===== src/rtl/soc_bus_interconnect.sv =====
`default_nettype none
// ============================================================================
// Module   : soc_bus_interconnect
// Function : Single-master registered bus interconnect with N 64 KB regions.
//            Optional error capture enabled by macro BUS_ERR_CAPTURE_EN.
// Revision : 1.0
// ============================================================================
module soc_bus_interconnect #(
    parameter int                        NUM_SLAVES     = 4,
    parameter int                        DATA_W         = 32,
    // Slave 0 occupies the least-significant 16 bits.
    parameter logic [NUM_SLAVES*16-1:0]  SLAVE_BASE     = {16'h4002, 16'h2000, 16'h4001, 16'h4000},
    parameter int                        TIMEOUT_CYCLES = 16
) (
    input  logic                         clk,
    input  logic                         reset,
    input  logic [31:0]                  m_addr,
    input  logic [DATA_W-1:0]            m_wdata,
    input  logic                         m_we,
    input  logic                         m_re,
    output logic [DATA_W-1:0]            m_rdata,
    output logic                         m_ready,
    output logic                         m_error,
    output logic [15:0]                  s_addr,
    output logic [DATA_W-1:0]            s_wdata,
    output logic [NUM_SLAVES-1:0]        s_we,
    output logic [NUM_SLAVES-1:0]        s_re,
    input  logic [NUM_SLAVES*DATA_W-1:0] s_rdata,
    input  logic [NUM_SLAVES-1:0]        s_ready,
    output logic [31:0]                  err_addr,
    output logic [7:0]                   err_count
);

    localparam int        SEL_W      = (NUM_SLAVES > 1) ? $clog2(NUM_SLAVES) : 1;
    localparam logic [7:0] C_CNT_LAST = 8'(TIMEOUT_CYCLES - 1);

    typedef enum logic [1:0] {
        IDLE   = 2'd0,
        ACCESS = 2'd1,
        RESP   = 2'd2
    } state_t;

    state_t                  state_q, state_d;
    logic [7:0]              cnt_q, cnt_d;
    logic [SEL_W-1:0]        sel_q, sel_d;
    logic                    is_write_q, is_write_d;
    logic [15:0]             s_addr_q, s_addr_d;
    logic [DATA_W-1:0]       s_wdata_q, s_wdata_d;
    logic [NUM_SLAVES-1:0]   s_we_q, s_we_d;
    logic [NUM_SLAVES-1:0]   s_re_q, s_re_d;
    logic [DATA_W-1:0]       m_rdata_q, m_rdata_d;
    logic                    m_ready_q, m_ready_d;
    logic                    m_error_q, m_error_d;

    logic                    w_hit;
    logic [SEL_W-1:0]        w_hit_idx;
    logic [NUM_SLAVES-1:0]   w_onehot;

    // Scan downwards so the lowest matching region index wins.
    always_comb begin
        w_hit     = 1'b0;
        w_hit_idx = '0;
        for (int i = NUM_SLAVES - 1; i >= 0; i--) begin
            if (m_addr[31:16] == SLAVE_BASE[16*i +: 16]) begin
                w_hit     = 1'b1;
                w_hit_idx = SEL_W'(i);
            end
        end
        w_onehot = NUM_SLAVES'(1) << w_hit_idx;
    end

    always_comb begin
        state_d    = state_q;
        cnt_d      = cnt_q;
        sel_d      = sel_q;
        is_write_d = is_write_q;
        s_addr_d   = s_addr_q;
        s_wdata_d  = s_wdata_q;
        s_we_d     = s_we_q;
        s_re_d     = s_re_q;
        m_rdata_d  = '0;
        m_ready_d  = 1'b0;
        m_error_d  = 1'b0;
        case (state_q)
            IDLE: begin
                if (m_we | m_re) begin
                    s_addr_d   = m_addr[15:0];
                    s_wdata_d  = m_wdata;
                    is_write_d = m_we;
                    sel_d      = w_hit_idx;
                    cnt_d      = 8'd0;
                    if (w_hit) begin
                        state_d = ACCESS;
                        if (m_we) begin
                            s_we_d = w_onehot;
                        end else begin
                            s_re_d = w_onehot;
                        end
                    end else begin
                        state_d   = RESP;
                        m_ready_d = 1'b1;
                        m_error_d = 1'b1;
                    end
                end
            end
            ACCESS: begin
                // Ready is checked first so it wins over a coincident timeout.
                if (s_ready[sel_q]) begin
                    state_d   = RESP;
                    m_ready_d = 1'b1;
                    s_we_d    = '0;
                    s_re_d    = '0;
                    if (!is_write_q) begin
                        m_rdata_d = s_rdata[int'(sel_q)*DATA_W +: DATA_W];
                    end
                end else if (cnt_q == C_CNT_LAST) begin
                    state_d   = RESP;
                    m_ready_d = 1'b1;
                    m_error_d = 1'b1;
                    s_we_d    = '0;
                    s_re_d    = '0;
                end else begin
                    cnt_d = cnt_q + 8'd1;
                end
            end
            RESP: begin
                state_d = IDLE;
            end
            default: begin
                state_d = IDLE;
                s_we_d  = '0;
                s_re_d  = '0;
            end
        endcase
    end

    always_ff @(posedge clk or posedge reset) begin
        if (reset) begin
            state_q    <= IDLE;
            cnt_q      <= 8'd0;
            sel_q      <= '0;
            is_write_q <= 1'b0;
            s_addr_q   <= 16'd0;
            s_wdata_q  <= '0;
            s_we_q     <= '0;
            s_re_q     <= '0;
            m_rdata_q  <= '0;
            m_ready_q  <= 1'b0;
            m_error_q  <= 1'b0;
        end else begin
            state_q    <= state_d;
            cnt_q      <= cnt_d;
            sel_q      <= sel_d;
            is_write_q <= is_write_d;
            s_addr_q   <= s_addr_d;
            s_wdata_q  <= s_wdata_d;
            s_we_q     <= s_we_d;
            s_re_q     <= s_re_d;
            m_rdata_q  <= m_rdata_d;
            m_ready_q  <= m_ready_d;
            m_error_q  <= m_error_d;
        end
    end

    assign m_rdata = m_rdata_q;
    assign m_ready = m_ready_q;
    assign m_error = m_error_q;
    assign s_addr  = s_addr_q;
    assign s_wdata = s_wdata_q;
    assign s_we    = s_we_q;
    assign s_re    = s_re_q;

`ifdef BUS_ERR_CAPTURE_EN
    logic [15:0] addr_hi_q, addr_hi_d;
    logic [31:0] err_addr_q, err_addr_d;
    logic [7:0]  err_count_q, err_count_d;

    // Capture happens while the errored response is on the bus.
    always_comb begin
        addr_hi_d   = addr_hi_q;
        err_addr_d  = err_addr_q;
        err_count_d = err_count_q;
        if ((state_q == IDLE) && (m_we | m_re)) begin
            addr_hi_d = m_addr[31:16];
        end
        if ((state_q == RESP) && m_error_q) begin
            err_addr_d = {addr_hi_q, s_addr_q};
            if (err_count_q != 8'hFF) begin
                err_count_d = err_count_q + 8'd1;
            end
        end
    end

    always_ff @(posedge clk or posedge reset) begin
        if (reset) begin
            addr_hi_q   <= 16'd0;
            err_addr_q  <= 32'd0;
            err_count_q <= 8'd0;
        end else begin
            addr_hi_q   <= addr_hi_d;
            err_addr_q  <= err_addr_d;
            err_count_q <= err_count_d;
        end
    end

    assign err_addr  = err_addr_q;
    assign err_count = err_count_q;
`else
    assign err_addr  = 32'd0;
    assign err_count = 8'd0;
`endif

endmodule
`default_nettype wire

===== config.mk =====
export PLATFORM = sky130hd
export DESIGN_NAME = soc_bus_interconnect
export DESIGN_NICKNAME = d
export VERILOG_FILES = /design/src/rtl/soc_bus_interconnect.sv
export SDC_FILE = /design/constraint.sdc
export NUM_CORES = 1
export LEC_CHECK = 0
export ABC_AREA = 1
export ABC_CLOCK_PERIOD_IN_PS = 2800
export BUFFER_PORTS_ARGS = -buffer_cell sky130_fd_sc_hd__buf_2
export CORE_ASPECT_RATIO = 0.8
export CORE_MARGIN = 2
export CORE_UTILIZATION = 30
export CTS_CLUSTER_DIAMETER = 40
export DETAILED_ROUTE_END_ITERATION = 10
export HOLD_SLACK_MARGIN = 0.15
export PLACE_DENSITY = 0.6
export SETUP_SLACK_MARGIN = 0.4
export SLEW_MARGIN = 0
export SYNTH_ARGS = -nofsm -noshare
export SYNTH_HDL_FRONTEND = slang
export SYNTH_SLANG_ARGS = --single-unit

===== constraint.sdc =====
create_clock -name clk -period 2.8 [get_ports clk]
set_input_delay 0 -clock clk [delete_from_list [all_inputs] [get_ports clk]]
set_output_delay 0 -clock clk [all_outputs]
set_load 0.05 [all_outputs]

After elaboration in Yosys (flattened, before gate mapping)

Index checks and enable logic that the tools add are counted.

Shift-type cells: 2
Mux-type cells: 39
Bitwise operators: 2
Order comparisons: 1
$mul: 0
Eq/ne operators: 14
Div/mod/pow operators: 0
Add/sub/neg operators: 1
Reduce and logical (&&, ||, !) cells: 7

Operator list:

| cell                                                                  | count |
|---|---|
| 128-bit by 8-bit indexed part select with 32-bit output               | 1 |
| 32-bit two-way mux                                                    | 3 |
| 16-bit by 15-bit == test with 1-bit output (second input constant)    | 3 |
| 4-bit two-way mux                                                     | 8 |
| 8-bit two-way mux                                                     | 3 |
| 4-bit one-hot mux with 3 select lines                                 | 2 |
| 16-bit by 14-bit == test with 1-bit output (second input constant)    | 1 |
| 2-bit two-way mux                                                     | 8 |
| 8-bit one-hot mux with 2 select lines                                 | 1 |
| 2-bit inequality test (second input constant)                         | 6 |
| 1-bit two-way mux                                                     | 10 |
| 5-bit AND reduction                                                   | 2 |
| 8-bit by 1-bit adder with 8-bit output (second input constant)        | 1 |
| 8-bit by 4-bit == test with 1-bit output (second input constant)      | 1 |
| 1-bit one-hot mux with 2 select lines                                 | 2 |
| 2-bit one-hot mux with 2 select lines                                 | 1 |
| 2-bit AND reduction                                                   | 2 |
| 4-bit AND reduction                                                   | 1 |
| 1-bit by 2-bit << shifter with 4-bit output (first input constant)    | 1 |
| 2-bit by 3-bit < comparator with 1-bit output (second input constant) | 1 |
| 3-bit inequality test (second input constant)                         | 1 |
| 1-bit binary-select mux with 2-bit select                             | 1 |
| 2-bit by 1-bit == test with 1-bit output (second input constant)      | 1 |
| 2-bit == test (second input constant)                                 | 1 |
| other kinds (4)                                                       | 4 |

Memory bits (read-only): 0
Word-level logic and storage cells: 77
Memories: 0
Register bits: 103
Latch bits: 0
Input bits: 200
Output and inout port bits: 130
RAM bits: 0

Logic depth before layout (Yosys ltp)

Word-level depth: 10
Gate-level depth with buffers: 13
Depth with buffers taken out: 13

Least setup slack after synthesis

OpenSTA, ideal clock, no wires.

Path kind: register to register
Start: register cnt_q[0]
End: register s_re_q[0] (netlist: s_re[0])
Stages on the path, launching flop included: 10
Path slack: 1.260 ns
Path buffers: 0
Arrival: 1.421 ns
Required time: 2.681 ns
Library setup time: 0.119 ns
Path through: dfrtp_1 > ha_1 > nand3_1 > nor2_1 > nand3b_1 > nand2_1 > nor2_2 > nand2_2 > nand2_1 > nand2_1

Longest elaborated chain between the ends: 3

Ends and longest elaborated chain:

| element                                  | line | text |
|---|---|---|
| start, declared                          | 44   | `logic [7:0] cnt_q, cnt_d;` |
| start signal, assigned                   | 152  | `cnt_q <= cnt_d;` |
| 8-bit by 4-bit == test with 1-bit output | 116  | `end else if (cnt_q == C_CNT_LAST) begin` |
| 3-bit inequality test (no source line)   | -    |  |
| 5-bit AND reduction (no source line)     | -    |  |
| end signal, assigned                     | 158  | `s_re_q <= s_re_d;` |
| end, declared                            | 50   | `logic [NUM_SLAVES-1:0] s_re_q, s_re_d;` |

Every way passes these cells.
A chain may end at the register's enable or synchronous reset.

Worst setup path after layout

Start: register sel_q[0]
End: register m_rdata_q[15] (netlist: m_rdata[15])

Longest elaborated chain between the ends: 4
Elaborated cells on any way between the ends: 6
Classes of those cells: shift: 1; mux: 5

Ends and longest elaborated chain:

| element                                                                                                              | line     | text |
|---|---|---|
| start, declared                                                                                                      | 45       | `logic [SEL_W-1:0] sel_q, sel_d;` |
| start signal, assigned                                                                                               | 153      | `sel_q <= sel_d;` |
| 128-bit by 8-bit indexed part select with 32-bit output or 1-bit binary-select mux with 2-bit select (tied branches) | 114, 108 |  |
| 32-bit two-way mux or 1-bit two-way mux (tied branches)                                                              | 113, 108 |  |
| 32-bit two-way mux (*)                                                                                               | 108      | `if (s_ready[sel_q]) begin` |
| 32-bit two-way mux (*)                                                                                               | 84       | `case (state_q)` |
| net m_rdata_d[15]                                                                                                    | 51       | `logic [DATA_W-1:0] m_rdata_q, m_rdata_d;` |
| end signal, assigned                                                                                                 | 159      | `m_rdata_q <= m_rdata_d;` |
| end, declared                                                                                                        | 51       |  |

The timed path passes the listed nets; every way through them passes the cells marked *. The select of a mux whose other input is x is not followed.

==> reports/metrics.cfg <==
[status]
status=complete, no violations

[yosys]
synth_most_common_cell=nand2_1
ys_seq_area_share_pct=48.6
synth.distinct_cells=31
synthTopCellsByCount=nand2_1, dfrtp_1, a21oi_1, buf_4, a211oi_1
synthArstFlopShare_pct=100
yosysTopAreaCell=dfrtp_1
ys_ff_latch=103
synth_flop_cell=dfrtp_1
synth_cells=676
yosys-top-cells-area=dfrtp_1, nand2_1, a21oi_1
syn_area_um2=5300
synth-edff-count=0
yosysWarnings=0
syn_avg_cell_area_um2=7.84
synthDominantCellAreaShare_pct=48.6

[power]
max-vdd-ir-drop_v=0.000318
power.density_nw_per_um2=744
leakagePower_uw=0.00448

[critical_path]
rr_worst_depth=8
slowest_stage=dfrtp_4
slowest_delay_ps=580
cp_max_fo=32
r2r-end=m_rdata[15]
r2r_start=sel_q[0]
crit_arrival_ps=2500
cp.required_ps=3090
path_cells=inv_2 -> nand2_1 -> nand3_1 -> nand2_2 -> nor2_4 -> nand2_8 -> a211oi_1 -> dlygate4sd3_1
r2r_slack_ps=590
crit_type=flop to flop
crit_path_start_kind=flop
endpoint_kind=flop

[timing]
post-route-min-period_ps=2210
post-route-period-util_pct=78.9
setup_viol=0
slew_headroom_pct=42.3
timing.fmax_mhz=453
rsz0062_at_grt=no
hold_viol=0
finalSetupTns_ps=0
fin_worst_skew_ps=8.11
hold_slack_ps=194
tightest_slew_ps=865
slew_violations=0

[cells_and_area]
finalNetCount=1266
layout-drive-gt1-share_pct=32.1
area_growth_syn_to_layout_pct=55.8

[floorplanning]
rows=43
die_area_um2=18800
die_x_um=153
start_util_pct=30.6
fp.dieH_um=123
pin_count=330
core_um2=17300

[grt]
grt_pass1_wl_um=28300
grt_max_degree=66
grt_pass1_vias=5697
use_met1_pct=23.1
grt_util_met2_pct=32.5
antenna_found_initial=2
grt_use_met3_pct=5.61
top_usage_layer=met2
gr-total-overflow=0
grt_use_total_pct=18.8

[cts]
numCtsBuffers=9
cts_buffer_depth=2
cts_tree=built
clkSlewWorstSetupHoldPaths_ps=80
htree_levels=3
cts_root_buf=clkbuf_16
clock_sinks=103
insertion_delay_ps=350

[drt]
dr.pass1.iters=4
post_drt_wl_per_cell_um=13.9
viasPerCell=4.45
drc=0
num_vias=5774
drt_iter0_drc=366
routed_wl_um=18100
ant_nets=0

[min_path]
min-delay-start=s_ready[0]
holdPathStages=6
whs_endpoint=state_q[0]
min_path_type=input pin to flop

[run]
maxCapViolCount=0

[place]
io_buffers=289
gp_congestion=0.797
hpwl_um=11900

==> flip-flops by register name, summed over array words and instances, names as in the netlist <==
name,cells
is_write_q,1
s_we,4
s_wdata,32
cnt_q,8
m_error,1
state_q,2
s_addr,16
m_ready,1
s_re,4
sel_q,2
m_rdata,32
==> per-stage QoR <==
| step | total power (uW) | setup slack, ps | util (%) | instance area (um2) | std cells |
|---|---|---|---|---|---|
| after global routing | 6490 | 436 | 47.7 | 8260 | 1295 |
| after CTS | 6180 | 444 | 47.5 | 8230 | 1294 |
| after global placement | 4780 | 950 | 39.1 | 6770 | 1161 |
| after floorplan | 4160 | 1260 | - | 5450 | 715 |
| final | 6150 | 591 | 47.7 | 8260 | 1297 |
| after detailed placement | 4800 | 960 | 39.1 | 6770 | 1161 |
==> report_power, final <==
| part | switching, uW | internal, uW |
|---|---|---|
| registers | 196 | 1860 |
| logic | 2180 | 652 |
| clock network | 633 | 625 |
| total | 3010 | 3140 |
==> layer usage <==
layer / vias to the layer above / wire, um / part of all wire (%)
met5: - / 0 / 0
met4: 0 / 219 / 1.2
met3: 17 / 1440 / 7.9
met2: 243 / 8850 / 49
met1: 2648 / 7580 / 42
li1: 2866 / - / -
==> how the worst max path moves through the flow <==
stage | startpoint | end
finish | sel_q[0] | m_rdata[15]
global route | sel_q[0] | m_rdata[13]
CTS | sel_q[0] | m_rdata[1]
detailed placement | cnt_q[0] | s_re[2]
global placement | sel_q[0] | m_rdata[15]
floorplan | cnt_q[0] | s_re[0]
==> cells in the final DEF, fill, tap and decap left out, types with 2 or more instances in the layout <==
master and count:
a211oi_2 3, clkinvlp_4 2, inv_1 16, diode_2 2, inv_2 5, nor2_2 3, o21ai_1 2, a211oi_1 29
nand3_1 15, dlygate4sd3_1 117, inv_6 2, clkbuf_16 9, nand4_1 3, o21ai_0 10, a21oi_1 67, buf_4 5
nor2_4 3, dfrtp_1 101, nand2_1 294, buf_2 289, nor2_1 25, nand3_2 2, nand2_2 7, conb_1 40
buf_6 2, nor3b_1 2, nor3_1 2
==> worst max-delay path, delay by kind of cell (launching register included) <==
family	cells	cell delay, ps
buffers and inverters	2	680
AND/OR/NAND/NOR	5	620
AO/OA/AOI/OAI	1	250
flip-flops	1	580
==> layout make-up <==
class | instances | area, um2
Clock inverter | 7 | 66.3
Multi-Input combinational cell | 515 | 2320
Timing Repair Buffer | 414 | 2700
Antenna cell | 2 | 5.00
Tap cell | 225 | 282
Sequential cell | 103 | 2580
Inverter | 22 | 86.3
Clock buffer | 9 | 225
Fill cell | 1672 | 9060
==> kinds of logic after synthesis <==
| logic type | count (synthesis) | synth area share [%] |
|---|---|---|
| and+or+nand+nor | 360 | 27.7 |
| AOI/OAI and AO/OA | 113 | 12.6 |
| DFF | 103 | 48.6 |
| buffers and inverters | 97 | 10.6 |
| xor gates and xnor gates | 1 | 0.165 |
| adders and majority gates | 1 | 0.236 |
| other | 1 | 0.0707 |
==> repair_timing <==
action / CTS / global route
endpoints found under the hold margin: 117 / 0
endpoints found under the setup margin: 0 / 32
gates resized for setup: 0 / 3
buffers inserted: 0 / 1
hold buffers: 117 / 0
Note: power is estimated with default switching activity, not from simulation.
